<file path="src/rtl/dec3to8_stream.sv">
// Streaming binary-to-one-hot decoder with a two-entry skid buffer.
// The word is decoded at accept time and registered, so out_onehot never depends combinationally on in_code.
//
// state    | meaning
// ---------+--------------------------------------------------
// ST_EMPTY | nothing buffered, out_valid=0, out_onehot=0
// ST_ONE   | main register holds the word being presented
// ST_TWO   | main presented, skid holds the next word, stall input
module dec3to8_stream #(
  parameter int IN_W  = 3,
  parameter int OUT_W = 1 << IN_W,
  parameter int CNT_W = 8
) (
  input  logic             clk,
  input  logic             rst,
  input  logic             in_valid,
  output logic             in_ready,
  input  logic [IN_W-1:0]  in_code,
  input  logic             in_en,
  output logic             out_valid,
  input  logic             out_ready,
  output logic [OUT_W-1:0] out_onehot,
  output logic [CNT_W-1:0] dec_count
);

  typedef enum logic [1:0] {
    ST_EMPTY = 2'd0,
    ST_ONE   = 2'd1,
    ST_TWO   = 2'd2
  } state_t;

  state_t             state_q, state_d;
  logic [OUT_W-1:0]   main_q, skid_q;
  logic [CNT_W-1:0]   dec_count_q;
  logic [OUT_W-1:0]   word_in;
  logic               accept, pop;
  logic               load_main, load_skid, main_from_skid;

  // in_ready comes from state and reset only, keeping out_ready off the input path
  assign in_ready  = (state_q != ST_TWO) && !rst;
  assign out_valid = (state_q != ST_EMPTY);
  assign out_onehot = out_valid ? main_q : '0;
  assign dec_count = dec_count_q;

  assign accept = in_valid && in_ready;
  assign pop    = out_valid && out_ready;

  assign word_in = in_en ? (OUT_W'(1) << in_code) : '0;

  always_comb begin
    state_d        = state_q;
    load_main      = 1'b0;
    load_skid      = 1'b0;
    main_from_skid = 1'b0;
    unique case (state_q)
      ST_EMPTY: begin
        if (accept) begin
          load_main = 1'b1;
          state_d   = ST_ONE;
        end
      end
      ST_ONE: begin
        if (accept && pop) begin
          load_main = 1'b1;
        end else if (accept) begin
          load_skid = 1'b1;
          state_d   = ST_TWO;
        end else if (pop) begin
          state_d = ST_EMPTY;
        end
      end
      ST_TWO: begin
        if (pop) begin
          main_from_skid = 1'b1;
          state_d        = ST_ONE;
        end
      end
      default: state_d = ST_EMPTY;
    endcase
  end

  always_ff @(posedge clk) begin
    if (rst) begin
      state_q     <= ST_EMPTY;
      main_q      <= '0;
      skid_q      <= '0;
      dec_count_q <= '0;
    end else begin
      state_q <= state_d;
      if (load_main) begin
        main_q <= word_in;
      end else if (main_from_skid) begin
        main_q <= skid_q;
      end
      if (load_skid) begin
        skid_q <= word_in;
      end else if (main_from_skid) begin
        skid_q <= '0;
      end
      // counts at the accept edge; wraps silently
      if (accept && in_en) begin
        dec_count_q <= dec_count_q + CNT_W'(1);
      end
    end
  end

endmodule

</file>
<file path="config.mk">
export PLATFORM = sky130hd
export DESIGN_NAME = dec3to8_stream
export DESIGN_NICKNAME = d
export VERILOG_FILES = /design/src/rtl/dec3to8_stream.sv
export SDC_FILE = /design/constraint.sdc
export NUM_CORES = 1
export LEC_CHECK = 0
export BUFFER_PORTS_ARGS = -buffer_cell sky130_fd_sc_hd__buf_2
export CORE_MARGIN = 8
export CORE_UTILIZATION = 38
export CTS_BUF_LIST = sky130_fd_sc_hd__clkbuf_2 sky130_fd_sc_hd__clkbuf_4 sky130_fd_sc_hd__clkbuf_8
export DETAILED_ROUTE_END_ITERATION = 8
export GPL_TIMING_DRIVEN = 1
export PLACE_DENSITY = 0.55
export SYNTH_ARGS = -nofsm -noshare
export SYNTH_HDL_FRONTEND = slang
export SYNTH_SLANG_ARGS = --single-unit
</file>
<file path="constraint.sdc">
create_clock -name clk -period 2.8 [get_ports clk]
set_input_delay 0.56 -clock clk [delete_from_list [all_inputs] [get_ports clk]]
set_output_delay 0.56 -clock clk [all_outputs]
set_load 0.05 [all_outputs]
</file>
Yosys cells after proc, flatten, opt, wreduce, memory -nomap -nowiden
Cells that the tools add are included.
Widths: inputs -> output; s select.
{"block": "totals", "reg_bits": 26, "in_bits": 8, "out_inout_bits": 18, "word_cells": 43}
{"block": "op_classes", "n_addsub": 1, "n_eq_ne": 7, "shift": 1, "muxes": 19, "reduce_logical": 11}
{"operator": "$mux 8", "count": 6}
{"operator": "$mux 2", "count": 5}
{"operator": "$add 8x1->8 const B", "count": 1}
{"operator": "$ne 2x2->1 const B", "count": 4}
{"operator": "$shl 1x3->8 const A", "count": 1}
{"operator": "$mux 1", "count": 6}
{"operator": "$pmux 2 s3", "count": 1}
{"operator": "$reduce_bool 2->1", "count": 3}
{"operator": "$logic_and 1x1->1", "count": 5}
{"operator": "$reduce_and 4->1", "count": 1}
{"operator": "$ne 3x3->1 const B", "count": 1}
{"operator": "$eq 2x1->1 const B", "count": 1}
{"operator": "$eq 2x2->1 const B", "count": 1}
{"operator": "$logic_not 2->1", "count": 1}
{"operator": "$pmux 1 s2", "count": 1}
{"operator": "$logic_not 1->1", "count": 1}

Logic depth before layout (Yosys ltp)
{"block": "logic_depth", "depth_word": 7, "depth_mapped": 6, "mapped_depth_nobuf": 4}

Worst setup path after synthesis
OpenSTA, ideal clock, no wires.
{"block": "synth_path", "path_type": "input to output", "start": "input port rst", "end": "output port in_ready", "arrival_ps": 1614, "required_time_ps": 2240, "setup_slack_ps": 626, "stages": 3, "path_buffers": 2, "path_cell_list": "clkbuf_1 -> buf_1 -> nor2_1"}
{"block": "synth_via", "elab_chain_cells": 2}
{"item": "start: declaration", "line": "15", "rtl": "input logic rst,"}
{"item": "$logic_not 1->1", "line": "40", "rtl": "assign in_ready = (state_q != ST_TWO) && !rst;"}
{"item": "$logic_and 1x1->1", "line": "40"}
{"item": "end: declaration", "line": "17", "rtl": "output logic in_ready,"}
No other way between the ends.

Worst setup path after layout
{"block": "layout_path", "start": "register state_q[1]", "end": "output port out_onehot[7]"}
{"block": "layout_via", "elab_chain_cells": 2}
{"item": "start: declaration", "line": "32", "rtl": "state_t state_q, state_d;"}
{"item": "start signal: assignment", "line": "89", "rtl": "state_q <= state_d;"}
{"item": "$reduce_bool 2->1", "line": "41", "rtl": "assign out_valid = (state_q != ST_EMPTY);"}
{"item": "$mux 8", "line": "42", "rtl": "assign out_onehot = out_valid ? main_q : '0;"}
{"item": "end: declaration", "line": "22", "rtl": "output logic [OUT_W-1:0] out_onehot,"}
No other way between the ends.

==> results.json <==
{
  "status": "finished clean",
  "worstMarginPinSlew_ps": 668,
  "die-area_um2": 6270,
  "ioPinCount": 26,
  "cts_num_sinks": 26,
  "worst_ir_drop_vdd_uv": 197,
  "synth.yosys.warnings": 0,
  "syn_area_per_cell_um2": 8.87,
  "maxCapViolations": 0,
  "fmax_ghz": 0.474,
  "syn2layout_area_growth_pct": 9.82,
  "reg2reg_depth": 3,
  "layout-drive-gt1-share_pct": 28.5,
  "ant_nets": 0,
  "required_ps": 2240,
  "start_util_pct": 38.7,
  "cts_buffers": 3,
  "r2r-end": "main_q[3]$_SDFFE_PP0P_",
  "critPathCaptureType": "primary output",
  "crit_chain": "nor2_1, nor2b_1, buf_2",
  "syn_nets": 180,
  "critPathArrivalTime_ps": 1550,
  "r2r-start": "state_q[1]$_SDFFE_PP0P_",
  "dpl.hpwl_mm": 2.46,
  "leakage_uw": 0.000596,
  "clock_skew_ps": 5.14,
  "wl_mm": 3.29,
  "post_drt_wl_per_cell_um": 13.9,
  "dieHeight_um": 79.2,
  "cts_hold_buf": 0,
  "placementRows": 23,
  "hold_depth": 2,
  "max_stage_delay_ps": 510,
  "hold_viol_final": 0,
  "total_power_uw": 756,
  "ys_top_cells_by_area": "dfxtp_1, o211ai_2, nor2b_1",
  "h-tree-depth": 1,
  "cp_max_fo": 10,
  "root_buffer": "clkbuf_8",
  "worstSetupStartpointType": "register",
  "drv_slew": 0,
  "first_iter_violations": 72,
  "yosys_register_bits": 26,
  "grt_pass1_wl_mm": 5.55,
  "path_class": "register to primary output",
  "clk_latency_ps": 270,
  "finalSetupViolCount": 0,
  "die_w_um": 79.2,
  "synth_top_area_share_pct": 34.3,
  "setup_tns_ps": 0,
  "holdCritPathClass": "register to register",
  "route.vias.total": 1270,
  "rsz0062_at_grt": "false",
  "core-area_um2": 3910,
  "cp_slowest_cell": "nor2_1",
  "netlist_area_um2": 1520,
  "yosysUniqueCellTypes": 42,
  "synth_edf_count": 0,
  "hold_end": "skid_q[2]$_SDFFE_PP0P_",
  "slew-limit-headroom_pct": 55.5,
  "synth_ff_type": "dfxtp_1",
  "cts_buffer_depth": 2,
  "grt_start_max_net_pins": 21,
  "r2r_slack_ps": 1120,
  "diodes": 0,
  "final_net_count": 196,
  "synthesis.instances": 171,
  "drt_pre_antenna_iters": 4,
  "synth_top_area_cell": "dfxtp_1",
  "cts_resized": 0,
  "place_congestion": 0.738,
  "drcViolationCount": 0,
  "hp-start": "skid_q[2]$_SDFFE_PP0P_",
  "antenna_found_initial": 0,
  "port_buffers": 25,
  "path_clk_slew_ps": 90,
  "grt_overflow": 0,
  "cts_setup_buffers": 0,
  "powerDensity_nw_per_um2": 454,
  "viasPerCell": 5.38,
  "grt_pass1_vias": 1188,
  "async_reset_ff_share_pct": 0,
  "cts_tree": "built",
  "yosysSeqAreaShare_pct": 34.3,
  "fin_crit_sh_pct": 75.4,
  "grt.total_usage_pct": 10.6,
  "fin_crit_ps": 2110
}
-- synthesized netlist by cell type (2+ instances only) --
master / count
nor2b_1: 14
buf_4: 3
nor4bb_1: 3
nand4_1: 2
nor2_1: 8
nor4_1: 3
buf_6: 4
mux2_2: 5
nor4b_2: 2
dfxtp_1: 26
nand2_1: 22
buf_1: 2
buf_2: 3
a21oi_1: 12
and4b_1: 3
clkbuf_2: 3
nand3_1: 9
inv_1: 2
nor3_1: 7
o211ai_2: 8
a311oi_1: 8
o21ai_0: 2
-- cells in the final DEF, fill, tap and decap left out, types with 2 or more instances in the layout --
cell	netlist	final
clkbuf_8	0	4
o211ai_2	8	8
buf_4	3	2
and4b_1	3	3
o21ai_0	2	2
nor2b_1	14	14
nand3_1	9	9
inv_1	2	2
nor4bb_1	3	3
nand2_1	22	22
nand4_1	2	2
nor3_1	7	7
mux2_2	5	5
nor4b_2	2	2
nor4_1	3	3
a311oi_1	8	8
a21oi_1	12	12
nor2_1	8	8
buf_2	3	25
dfxtp_1	26	26
-- worst max path at each step --
| stage | from | end | slack (ps) |
|---|---|---|---|
| finish | state_q[1]$_SDFFE_PP0P_ | out_onehot[7] | 690 |
| global placement | rst | main_q[4]$_SDFFE_PP0P_ | 880 |
| global route | state_q[1]$_SDFFE_PP0P_ | out_onehot[7] | 520 |
| detailed placement | rst | main_q[3]$_SDFFE_PP0P_ | 790 |
| CTS | state_q[1]$_SDFFE_PP0P_ | out_onehot[7] | 610 |
| floorplan | rst | in_ready | 630 |
-- through the flow --
| step | hold slack, ps | util [%] | cells | setup WS (ps) | cell area, µm² |
|---|---|---|---|---|---|
| floorplan | 450 | - | 171 | 626 | 1520 |
| global placement | 457 | 41.1 | 232 | 880 | 1610 |
| detailed placement | 468 | 41.1 | 232 | 790 | 1610 |
| CTS | 483 | 42.6 | 236 | 614 | 1670 |
| global route | 495 | 42.6 | 236 | 520 | 1670 |
| finish | 479 | 42.6 | 236 | 688 | 1670 |
-- power breakdown --
| part | internal [µW] | switching [µW] |
|---|---|---|
| combinational | 36.6 | 83.9 |
| sequential | 381 | 9.84 |
| clock | 126 | 119 |
-- per-layer routing --
layer	track usage, %	vias up	part of all wire (%)
li1	-	651	-
met1	13.0	584	47
met2	17.6	31	46
met3	2.48	4	4.8
met4	3.89	0	1.2
met5	0	-	0
-- layout make-up --
cell class              count  area [µm²]
repair buffers             27         140
clock buffers               4        55.1
well taps                  50        62.6
multi-input cells         127         880
flip-flops and latches     26         520
fillers                   408        2250
inverters                   2        7.51
-- flip-flops by register name (all words and copies together) (netlist names) --
| register | count |
|---|---|
| skid_q | 8 |
| main_q | 8 |
| dec_count | 8 |
| state_q | 2 |
-- cell families (layout without fill, tap and decap cells) --
| logic type | after synthesis | in the layout | share of synthesized area (%) |
|---|---|---|---|
| flops | 26 | 26 | 34.3 |
| buf+inv | 18 | 33 | 7.67 |
| mux | 6 | 6 | 4.37 |
| fa+ha+maj | 1 | 1 | 0.825 |
| compound gates | 33 | 33 | 17.5 |
| simple gates | 87 | 87 | 35.3 |
-- critical path: cells and delay by family, from the launching register on --
family        cells  cell delay [ps]
flops             1              430
buf+inv           1              230
simple gates      2              610
Power figures use the tool's default switching activity.
